===== src/rtl/seg7_scan_mux.sv =====
// rtl/seg7_scan_mux.sv - double-buffered common-anode N-digit 7-segment scan driver
// Optional brightness control enabled by defining SEG7_DIMMING_EN (adds duty[3:0]).
module seg7_scan_mux #(
    parameter int N_DIGITS     = 4,
    parameter int REFRESH_DIV  = 27000,
    parameter int BLANK_CYCLES = 64
) (
    input  logic                  clk,
    input  logic                  rst_n,
    input  logic [7*N_DIGITS-1:0] seg_in,
    input  logic [N_DIGITS-1:0]   digit_en,
    input  logic                  load,
`ifdef SEG7_DIMMING_EN
    input  logic [3:0]            duty,
`endif
    output logic [6:0]            seg,
    output logic [N_DIGITS-1:0]   an,
    output logic                  frame_done
);

    localparam int MAX_LEN = (REFRESH_DIV > BLANK_CYCLES) ? REFRESH_DIV : BLANK_CYCLES;
    localparam int DW      = (MAX_LEN > 1) ? $clog2(MAX_LEN) : 1;
    localparam int IW      = (N_DIGITS > 1) ? $clog2(N_DIGITS) : 1;

    typedef enum logic {
        ST_BLANK = 1'b0,
        ST_SHOW  = 1'b1
    } state_t;

    state_t                state_q, state_d;
    logic [DW-1:0]         div_q, div_d;
    logic [IW-1:0]         idx_q, idx_d;
    logic                  leave_show;
    logic                  last_digit;
    logic                  swap;

    logic [7*N_DIGITS-1:0] pend_seg_q, act_seg_q;
    logic [N_DIGITS-1:0]   pend_en_q, act_en_q;
    logic                  pend_valid_q;

    logic [6:0]            seg_d;
    logic [N_DIGITS-1:0]   an_d;
    logic                  lit;

    assign last_digit = (idx_q == IW'(N_DIGITS - 1));
    assign frame_done = leave_show && last_digit;
    assign swap       = frame_done;

    always_ff @(posedge clk or negedge rst_n) begin
        if (!rst_n) begin
            state_q <= ST_BLANK;
            div_q   <= '0;
            idx_q   <= '0;
        end else begin
            state_q <= state_d;
            div_q   <= div_d;
            idx_q   <= idx_d;
        end
    end

    always_comb begin
        state_d    = state_q;
        div_d      = div_q + DW'(1);
        idx_d      = idx_q;
        leave_show = 1'b0;
        case (state_q)
            ST_BLANK: begin
                if (div_q == DW'(BLANK_CYCLES - 1)) begin
                    state_d = ST_SHOW;
                    div_d   = '0;
                end
            end
            ST_SHOW: begin
                if (div_q == DW'(REFRESH_DIV - 1)) begin
                    state_d    = ST_BLANK;
                    div_d      = '0;
                    leave_show = 1'b1;
                    idx_d      = last_digit ? '0 : idx_q + IW'(1);
                end
            end
            default: begin
                state_d = ST_BLANK;
                div_d   = '0;
            end
        endcase
    end

    // A load landing on the swap cycle bypasses pending so fresh data is never a frame late.
    always_ff @(posedge clk or negedge rst_n) begin
        if (!rst_n) begin
            pend_seg_q   <= {N_DIGITS{7'h7F}};
            pend_en_q    <= '0;
            act_seg_q    <= {N_DIGITS{7'h7F}};
            act_en_q     <= '0;
            pend_valid_q <= 1'b0;
        end else begin
            if (load) begin
                pend_seg_q <= seg_in;
                pend_en_q  <= digit_en;
            end
            if (swap) begin
                pend_valid_q <= 1'b0;
                if (load) begin
                    act_seg_q <= seg_in;
                    act_en_q  <= digit_en;
                end else if (pend_valid_q) begin
                    act_seg_q <= pend_seg_q;
                    act_en_q  <= pend_en_q;
                end
            end else if (load) begin
                pend_valid_q <= 1'b1;
            end
        end
    end

`ifdef SEG7_DIMMING_EN
    logic [31:0] dim_thr;
    assign dim_thr = ((32'(duty) + 32'd1) * 32'(REFRESH_DIV)) >> 4;
    assign lit     = (32'(div_q) < dim_thr);
`else
    assign lit = 1'b1;
`endif

    always_comb begin
        seg_d = 7'h7F;
        an_d  = '1;
        if (state_q == ST_SHOW && act_en_q[idx_q] && lit) begin
            an_d[idx_q] = 1'b0;
            seg_d       = act_seg_q[7*int'(idx_q) +: 7];
        end
    end

    always_ff @(posedge clk or negedge rst_n) begin
        if (!rst_n) begin
            seg <= 7'h7F;
            an  <= '1;
        end else begin
            seg <= seg_d;
            an  <= an_d;
        end
    end

endmodule


===== config.mk =====
export PLATFORM = sky130hd
export DESIGN_NAME = seg7_scan_mux
export DESIGN_NICKNAME = d
export VERILOG_FILES = /design/src/rtl/seg7_scan_mux.sv
export SDC_FILE = /design/constraint.sdc
export NUM_CORES = 1
export LEC_CHECK = 0
export ABC_CLOCK_PERIOD_IN_PS = 5200
export CAP_MARGIN = 20
export CORE_UTILIZATION = 40
export CTS_CLUSTER_DIAMETER = 200
export DETAILED_ROUTE_END_ITERATION = 12
export GPL_TIMING_DRIVEN = 0
export PLACE_DENSITY_LB_ADDON = 0.2
export SETUP_SLACK_MARGIN = 0.5
export SLEW_MARGIN = 20
export SYNTH_ARGS = -nofsm -noshare
export SYNTH_HDL_FRONTEND = slang
export SYNTH_SLANG_ARGS = --single-unit
export TNS_END_PERCENT = 50

===== constraint.sdc =====
create_clock -name clk -period 5.2 [get_ports clk]
set_input_delay 0.52 -clock clk [delete_from_list [all_inputs] [get_ports clk]]
set_output_delay 0.52 -clock clk [all_outputs]
set_load 0.05 [all_outputs]

== Word level (Yosys, flattened, before mapping) ==
Cells that the tools add are included.

* Bits in registers: 94
* Output and inout bits: 12
* Logic and storage cells: 49

* Add/subtract/negate cells: 2
* $mul: 1
* Magnitude comparators: 2
* Equality and inequality tests: 3
* Shift-type cells: 1
* Muxes and demuxes: 21
* Bitwise gates (word level): 2
* Reductions and logical operators: 7

{| class="wikitable"
|+ Operator list
! operator !! number
|-
| $mux W28 || 2
|-
| $mux W15 || 2
|-
| $pmux W15 S2 || 1
|-
| $shiftx A28 B6 Y7 || 1
|-
| $add A15 B1 Y15 const B || 1
|-
| $eq A15 B15 Y1 const B || 1
|-
| $eq A15 B6 Y1 const B || 1
|-
| $mux W4 || 3
|-
| $mux W1 || 8
|-
| $mux W7 || 1
|-
| $mul A3 B2 Y5 const A || 1
|-
| $not A4 Y4 || 1
|-
| $reduce_and A2 Y1 || 2
|-
| $reduce_bool A2 Y1 || 2
|-
| $logic_and A1 B1 Y1 || 3
|-
| $lt A2 B3 Y1 const B || 1
|-
| $add A2 B1 Y2 const B || 1
|-
| $bmux W1 S2 || 1
|-
| $demux W1 S2 || 1
|-
| $eq A2 B2 Y1 const B || 1
|-
| $ge A2 B1 Y1 const B || 1
|-
| $mux W2 || 1
|-
| $pmux W1 S2 || 1
|-
| $not A1 Y1 || 1
|}

== Longest topological paths before layout ==
Gate-level depths: netlist of the first run.

* Depth in word-level cells: 6
* Depth in mapped cells: 7
* Gate-level depth less buffers: 5

== Worst setup path after synthesis of the first run ==
OpenSTA, ideal clock, no wires.

* Kind: reg-to-output
* Start: register div_q[0]
* End: output frame_done
* Arrival: 1.515 ns
* Data required time: 4.680 ns
* Path slack: 3.165 ns
* Stages on the path, launching flop included: 6
* Path through: dfrtp_1 > ha_1 > and4_1 > and4_1 > buf_4 > and2_1

* Longest elaborated chain between the ends: 4

{| class="wikitable"
|+ RTL lines
! element !! line !! source
|-
| from (decl) || 31 || <nowiki>logic [DW-1:0] div_q, div_d;</nowiki>
|-
| from (signal assigned) || 56 || <nowiki>div_q <= div_d;</nowiki>
|-
| $eq A15 B15 Y1 || 74 || <nowiki>if (div_q == DW'(REFRESH_DIV - 1)) begin</nowiki>
|-
| $mux W1 || 74 ||
|-
| $mux W1 || 66 || <nowiki>case (state_q)</nowiki>
|-
| $logic_and A1 B1 Y1 || 46 || <nowiki>assign frame_done = leave_show && last_digit;</nowiki>
|-
| to (decl) || 18 || <nowiki>output logic frame_done</nowiki>
|}

No other way between the ends.

== Worst setup path after layout of the first run ==
Same ends and word-level chain as after synthesis.

==> results.md, run 1 <==
- Worst-case clock buffer depth: 2
- Initial antenna violation count: 0
- Share of cells above drive strength 1: 50.61%
- Critical Path AT: between 2 and 2.5 ns
- Status: completed
- Req. time, crit path: approximately 4.7 ns
- Slew HR: 55.28%
- Worst hold margin: roughly 0.085 ns
- CTS Hold Bufs: 0
- Syn avg cell area: approximately 15 sq um
- Slew Viols, Final: 0
- Worst-Margin Slew: 0.6708 ns
- Achievable Freq: 332.9 MHz
- Highest fanout seen on the critical path: 6
- Synthesized flop and latch total: 94
- Max Cap Viol: 0
- Switching Power: 0.0002930 W
- Post-synthesis xor/xnor area fraction: approximately 2.4%
- Die area: 0.01057 sq mm
- Vias/cell: between 4 and 5
- Int Pwr: 0.0009932 W
- Final Critical Period: 3.004 ns
- Reg clk slew, reported paths: 0.09 ns
- Synthesized area: a little over 0.004 sq mm
- TNS Setup: 0 ns
- TritonCTS Sinks: 94
- Antenna viol nets, final: 0
- Post-synthesis compound-gate area fraction: 1.262%
- Core area: 0.009819 sq mm
- Row count: 36
- Vias in the first global route: roughly 2200
- Synth Area in Adders: about 1.5%
- Die height: a little over 100 um
- CTS tree: yes
- # nets final: 361
- Via Count: between 2000 and 2500
- Power density over the cells: roughly 260 mW/mm^2
- Final setup fails: 0
- Post-Layout Cell Count: 459
- CP Capture Type: output pin
- Port Buf Inserts: 45
- Sw Ratio: between 20% and 30%
- Top cell type by total area after synthesis: dfstp_2
- Final hold vios: 0
- Worst skew pair latency: 0.35 ns
- Per-cell routed wire length: 15.56 um
- Final worst-path cycle share: 57.77%
- Routed WL: 7144 um
- Gr usage total: 14.88%
- Clock power share: 32.9%
- Comb pwr share: 6.7%
- Part of the power in registers: about 60%
- Post-synthesis instance total: 264
- Finished Cell Area: a little under 0.005 sq mm
- Die Wd: slightly above 100 um
- Initial DRT Pass Iterations: 4
- Worst clock skew: 0.01330 ns
- RSZ-0062 raised after global routing: false
- # fillers: 898
- Synth-to-layout area growth: 19.95%
- Placed insts: 443
- Element type at the critical path start: flop
- CP startpoint: div_q[0]
- Seq/Total Area, Yosys: ~60%
- Initial DRC Count: 35
- CTS Root Cell: clkbuf_8
- Net Count, Synth: slightly above 300
- PostCTS Resize Cnt: 0
- Post-synthesis mux area share: approximately 25%
- Synth top area share: 43.32%
- Post-synth cell types: 33
- HP Class: in -> async
- Pin count of the biggest net entering global routing: 52
- Peak supply drop: 0.0001012 V
- FF-to-FF Start: idx_q[0]
- Total Power: 0.001286 W
- Synth top area cells: dfstp_2 43%, dfrtp_1 17%, mux2_4 11%
- Simple-gate share of the synthesized area: under 10%
- Gr ovfl total: 0
- Final Wtd Congestion: roughly 0.74
- N_diodes: 0
- IO Pins: 47
- Hpwl dp: 4865 um
- Critical path type: reg -> out
- Clock buffer count from CTS: 9
- Leak: 2.067 nW
- Placed cell area: 0.004710 sq mm
- Main combinational cell family by area after synthesis: multiplexers
- YS warnings: 0
- H-Tree Depth: 3
- Initial Utilization: between 40% and 50%
- DRC violations left: 0
- Setup bufs post-CTS: 0
- First-pass GRT wire length: 11450 um
-- Yosys cell counts --
master	count
a21oi_1	1
a21oi_2	1
a31o_2	1
and2_1	2
and3_1	2
and4_1	2
and4b_1	1
buf_2	1
buf_4	1
buf_6	3
clkbuf_1	6
dfrtp_1	27
dfstp_2	67
ha_1	5
inv_1	6
mux2_2	34
mux2_4	30
mux4_2	8
nand2_1	11
nand2b_1	7
nand3_1	7
nand3b_1	1
nand3b_4	1
nand4_1	3
nor2_1	14
nor2b_1	1
nor3_1	2
nor4_1	2
nor4_2	1
o21ai_0	4
o221ai_1	1
xnor2_1	6
xor2_1	5
-- layout make-up --
cell class / instances / area, sq um / share of cell area, %
sequential: 94 / 2436 / 49.97
tap: 133 / 166.4 / 3.414
multi-input combinational: 153 / 1536 / 31.52
timing repair buffer: 46 / 479.2 / 9.831
inverter: 6 / 22.52 / 0.4620
clock inverter: 6 / 37.54 / 0.7700
clock buffer: 10 / 127.6 / 2.618
buffer: 11 / 68.82 / 1.412
-- per-stage QoR --
stage | setup slack (ns) | util [%]
after floorplan | 3.165 | -
after global placement | 0.2241 | 47.67
after detailed placement | 2.559 | 47.96
after CTS | 2.168 | 49.64
after global routing | 2.068 | 49.64
final | 2.196 | 49.64
-- per-layer routing --
metal  track usage, %  part of all wire [%]
met4            5.850                   1.3
met1            21.43                    50
met5                0                     0
met3            2.712                   3.2
met2            22.41                    45
-- power by group through the flow --
| stage | logic, W | clock network (W) | registers (W) |
|---|---|---|---|
| after floorplan | 0.0000371 | 0 | 0.000789 |
| after global placement | 0.0000850 | 0 | 0.000789 |
| after detailed placement | 0.0000886 | 0 | 0.000790 |
| after CTS | 0.0000893 | 0.000437 | 0.000778 |
| after global routing | 0.0000956 | 0.000467 | 0.000781 |
| final | 0.0000857 | 0.000423 | 0.000778 |
-- critical path, cell delays in order, from the launching register on --
cell and delay (ns):
dfrtp_1 0.40, ha_1 0.21, and4_1 0.25, and4_1 0.18, buf_4 0.14, and2_1 0.15
clkdlybuf4s50_1 0.80
-- registers in the layout, summed over array words and instances, names as in the netlist, 2 cells and up --
name	flops
seg	7
div_q	15
act_en_q	4
pend_seg_q	28
idx_q	2
an	4
act_seg_q	28
pend_en_q	4
-- layout by cell type, fill, tap and decap left out, types with 2 or more instances in the layout --
cell,count
clkinv_2,3
and2_1,2
mux4_2,8
nor2_1,14
mux2_2,34
o21ai_0,4
xor2_1,5
ha_1,5
nor4_1,2
and3_1,2
dfrtp_1,27
clkdlybuf4s50_1,44
inv_1,6
nand4_1,3
nand2_1,11
dfstp_2,67
xnor2_1,6
clkbuf_1,7
nand2b_1,7
clkbuf_8,9
mux2_4,30
buf_6,4
nor3_1,2
and4_1,2
nand3_1,7
-- cell families after synthesis --
logic type	count (synthesis)
flip-flops	94
multiplexers	72
AND/OR/NAND/NOR	57
buffers and inverters	17
XOR/XNOR	11
AO/OA/AOI/OAI	8
adder cells (fa/ha/maj)	5
-- path summary, 6_finish.rpt --
path | to | slack, ns | depth (start not counted)
hold / removal | pend_en_q[1] | 0.09 | 1
setup reg to reg | seg[5] | 3.24 | 5
max in group asynchronous | act_seg_q[27] | 4.48 | 2
min in group clk | pend_valid_q | 0.49 | 2
hold reg to reg | pend_valid_q | 0.49 | 2
setup / recovery | frame_done | 2.20 | 6
(Power assumes the default switching activity.)
==> run 2, diff against run 1 <==
ABC_CLOCK_PERIOD_IN_PS = 2740   (was 5200)
clock period = 2.74 ns   (was 5.2 ns; I/O delays follow)
==> run 2 against run 1 <==
Against the previous run:
- total power is 90% higher
- clock skew is essentially flat
- highest routed layer unchanged
- cell count increased by 0.22%
- sequential share of layout area shrank 0.14 points
- routed wire length is 0.21% higher
- sequential power rose by 90%
- core utilization up 0.14 points
- hold slack improved by 0.27 ns
==> results.md, run 2 (synthesis results as in run 1) <==
- N_diodes: 0
- HP Class: in -> reg
- Req. time, crit path: 2.47 ns
- Port Buf Inserts: 45
- Final Wtd Congestion: 0.7361
- Achievable Freq: about 470 MHz
- Finished Cell Area: just under 0.005 sq mm
- Commonest non-fill, non-tap cells in the layout: 67 x dfstp_2, 43 x clkdlybuf4s50_1, 34 x mux2_2, 30 x mux2_4, 27 x dfrtp_1
- # nets final: 362
- TritonCTS Sinks: 94
- Initial Utilization: around two fifths
- Place WS: between 0.3 and 0.4 ns
- Final core utilization: about half
- Initial DRC Count: 37
- Commonest non-fill, non-tap cell in the layout: dfstp_2
- Final worst-path cycle share: 77.66%
- Pin count of the biggest net entering global routing: 52
- Final hold vios: 0
- CTS tree: yes
- Final WS setup: 0.6122 ns
- Gr usage total: 14.88%
- Gr ovfl total: 0
- Leak: 2.074 nW
- Per-cell routed wire length: 15.56 um
- Peak supply drop: roughly 0.00019 V
- Worst skew pair latency: 0.35 ns
- Worst-Margin Slew: 0.6727 ns
- Row count: 36
- Synth-to-layout area growth: 20.29%
- Vias in the first global route: 2229
- Reg clk slew, reported paths: approximately 0.09 ns
- Worst clock skew: 0.01330 ns
- Routed WL: approximately 7000 um
- IO Pins: 47
- Initial antenna violation count: 0
- Slew Viols, Final: 0
- Highest fanout seen on the critical path: 6
- Hpwl dp: roughly 4900 um
- Status: completed
- Critical Path AT: between 1.5 and 2 ns
- Slew HR: 55.15%
- Vias/cell: approximately 4.8
- Share of cells above drive strength 1: between 50% and 60%
- Power density over the cells: 500.4 mW/mm^2
- Placed cell area: about 0.0047 sq mm
- DRC violations left: 0
- Via Count: 2205
- CP Capture Type: output pin
- H-Tree Depth: 3
- Biggest regs: act_seg_q: 28 flops, pend_seg_q: 28 flops, div_q: 15 flops
- Worst hold margin: 0.3526 ns
- Worst-case clock buffer depth: 2
- Core area: between 0.009 and 0.01 sq mm
- Die Wd: 102.8 um
- Die area: 0.01057 sq mm
- First-pass GRT wire length: 11450 um
- Element type at the critical path start: flop
- RSZ-0062 raised after global routing: false
- Antenna viol nets, final: 0
- Initial DRT Pass Iterations: 4
- Die height: a little over 100 um
- CTS Root Cell: clkbuf_8
- Final Critical Period: 2.128 ns
- Clock buffer count from CTS: 9
- Final setup fails: 0
- Critical path type: reg -> out
- Max Cap Viol: 0
- Setup bufs post-CTS: 0
==> run 2: cell type report <==
class	instances	area [sq um]
multi-input cells	153	1539
well taps	133	166.4
flip-flops and latches	94	2436
clock buffers	10	127.6
repair buffers	47	490.5
plain buffers	11	68.82
fillers	898	4931
inverters	6	22.52
clock inverters	6	37.54
==> run 2: timing repair <==
item                       in CTS  in global routing
cloned                          0                  0
hold buffers                    1                  0
hold endpoints to repair       11                  0
resized for setup               6                  2
setup endpoints to repair       1                  1
==> run 2: layer usage <==
layer	part of all wire (%)	track usage, %	vias to the layer above
met3	2.9	2.712	12
met5	0	0	-
li1	-	-	1035
met2	45	22.41	35
met4	1.5	5.850	0
met1	51	21.43	1123
==> run 2: through the flow <==
stage | setup TNS [ns] | total power, W | std cells
floorplan | 0 | 0.001567 | 264
global placement | -112.62 | 0.001659 | 442
detailed placement | 0 | 0.001668 | 443
CTS | 0 | 0.002476 | 460
global route | 0 | 0.002550 | 460
finish | 0 | 0.002446 | 460
==> run 2: path summary, 6_finish.rpt <==
path	slack, ns	start	cells after the start	end
setup / recovery	0.61	div_q[0]	6	frame_done
hold / removal	0.35	load	3	pend_valid_q
setup reg to reg	0.78	idx_q[0]	5	seg[5]
hold reg to reg	0.49	pend_valid_q	2	pend_valid_q
max in group asynchronous	1.69	rst_n	3	act_seg_q[27]
min in group asynchronous	0.41	rst_n	2	pend_en_q[1]
==> run 2: worst max-delay path, stage by stage (launching register included) <==
cell     delay (ns)
dfrtp_1        0.40
ha_1           0.22
and4_4         0.25
and4_1         0.17
buf_4          0.14
and2_1         0.17
buf_6          0.17
==> run 2: report_power, final <==
part | switching [W] | internal, W | leakage, nW
combinational | 0.0000721 | 0.0000919 | 0.941
sequential | 0.00000985 | 0.00147 | 1.05
clock | 0.000478 | 0.000328 | 0.0863
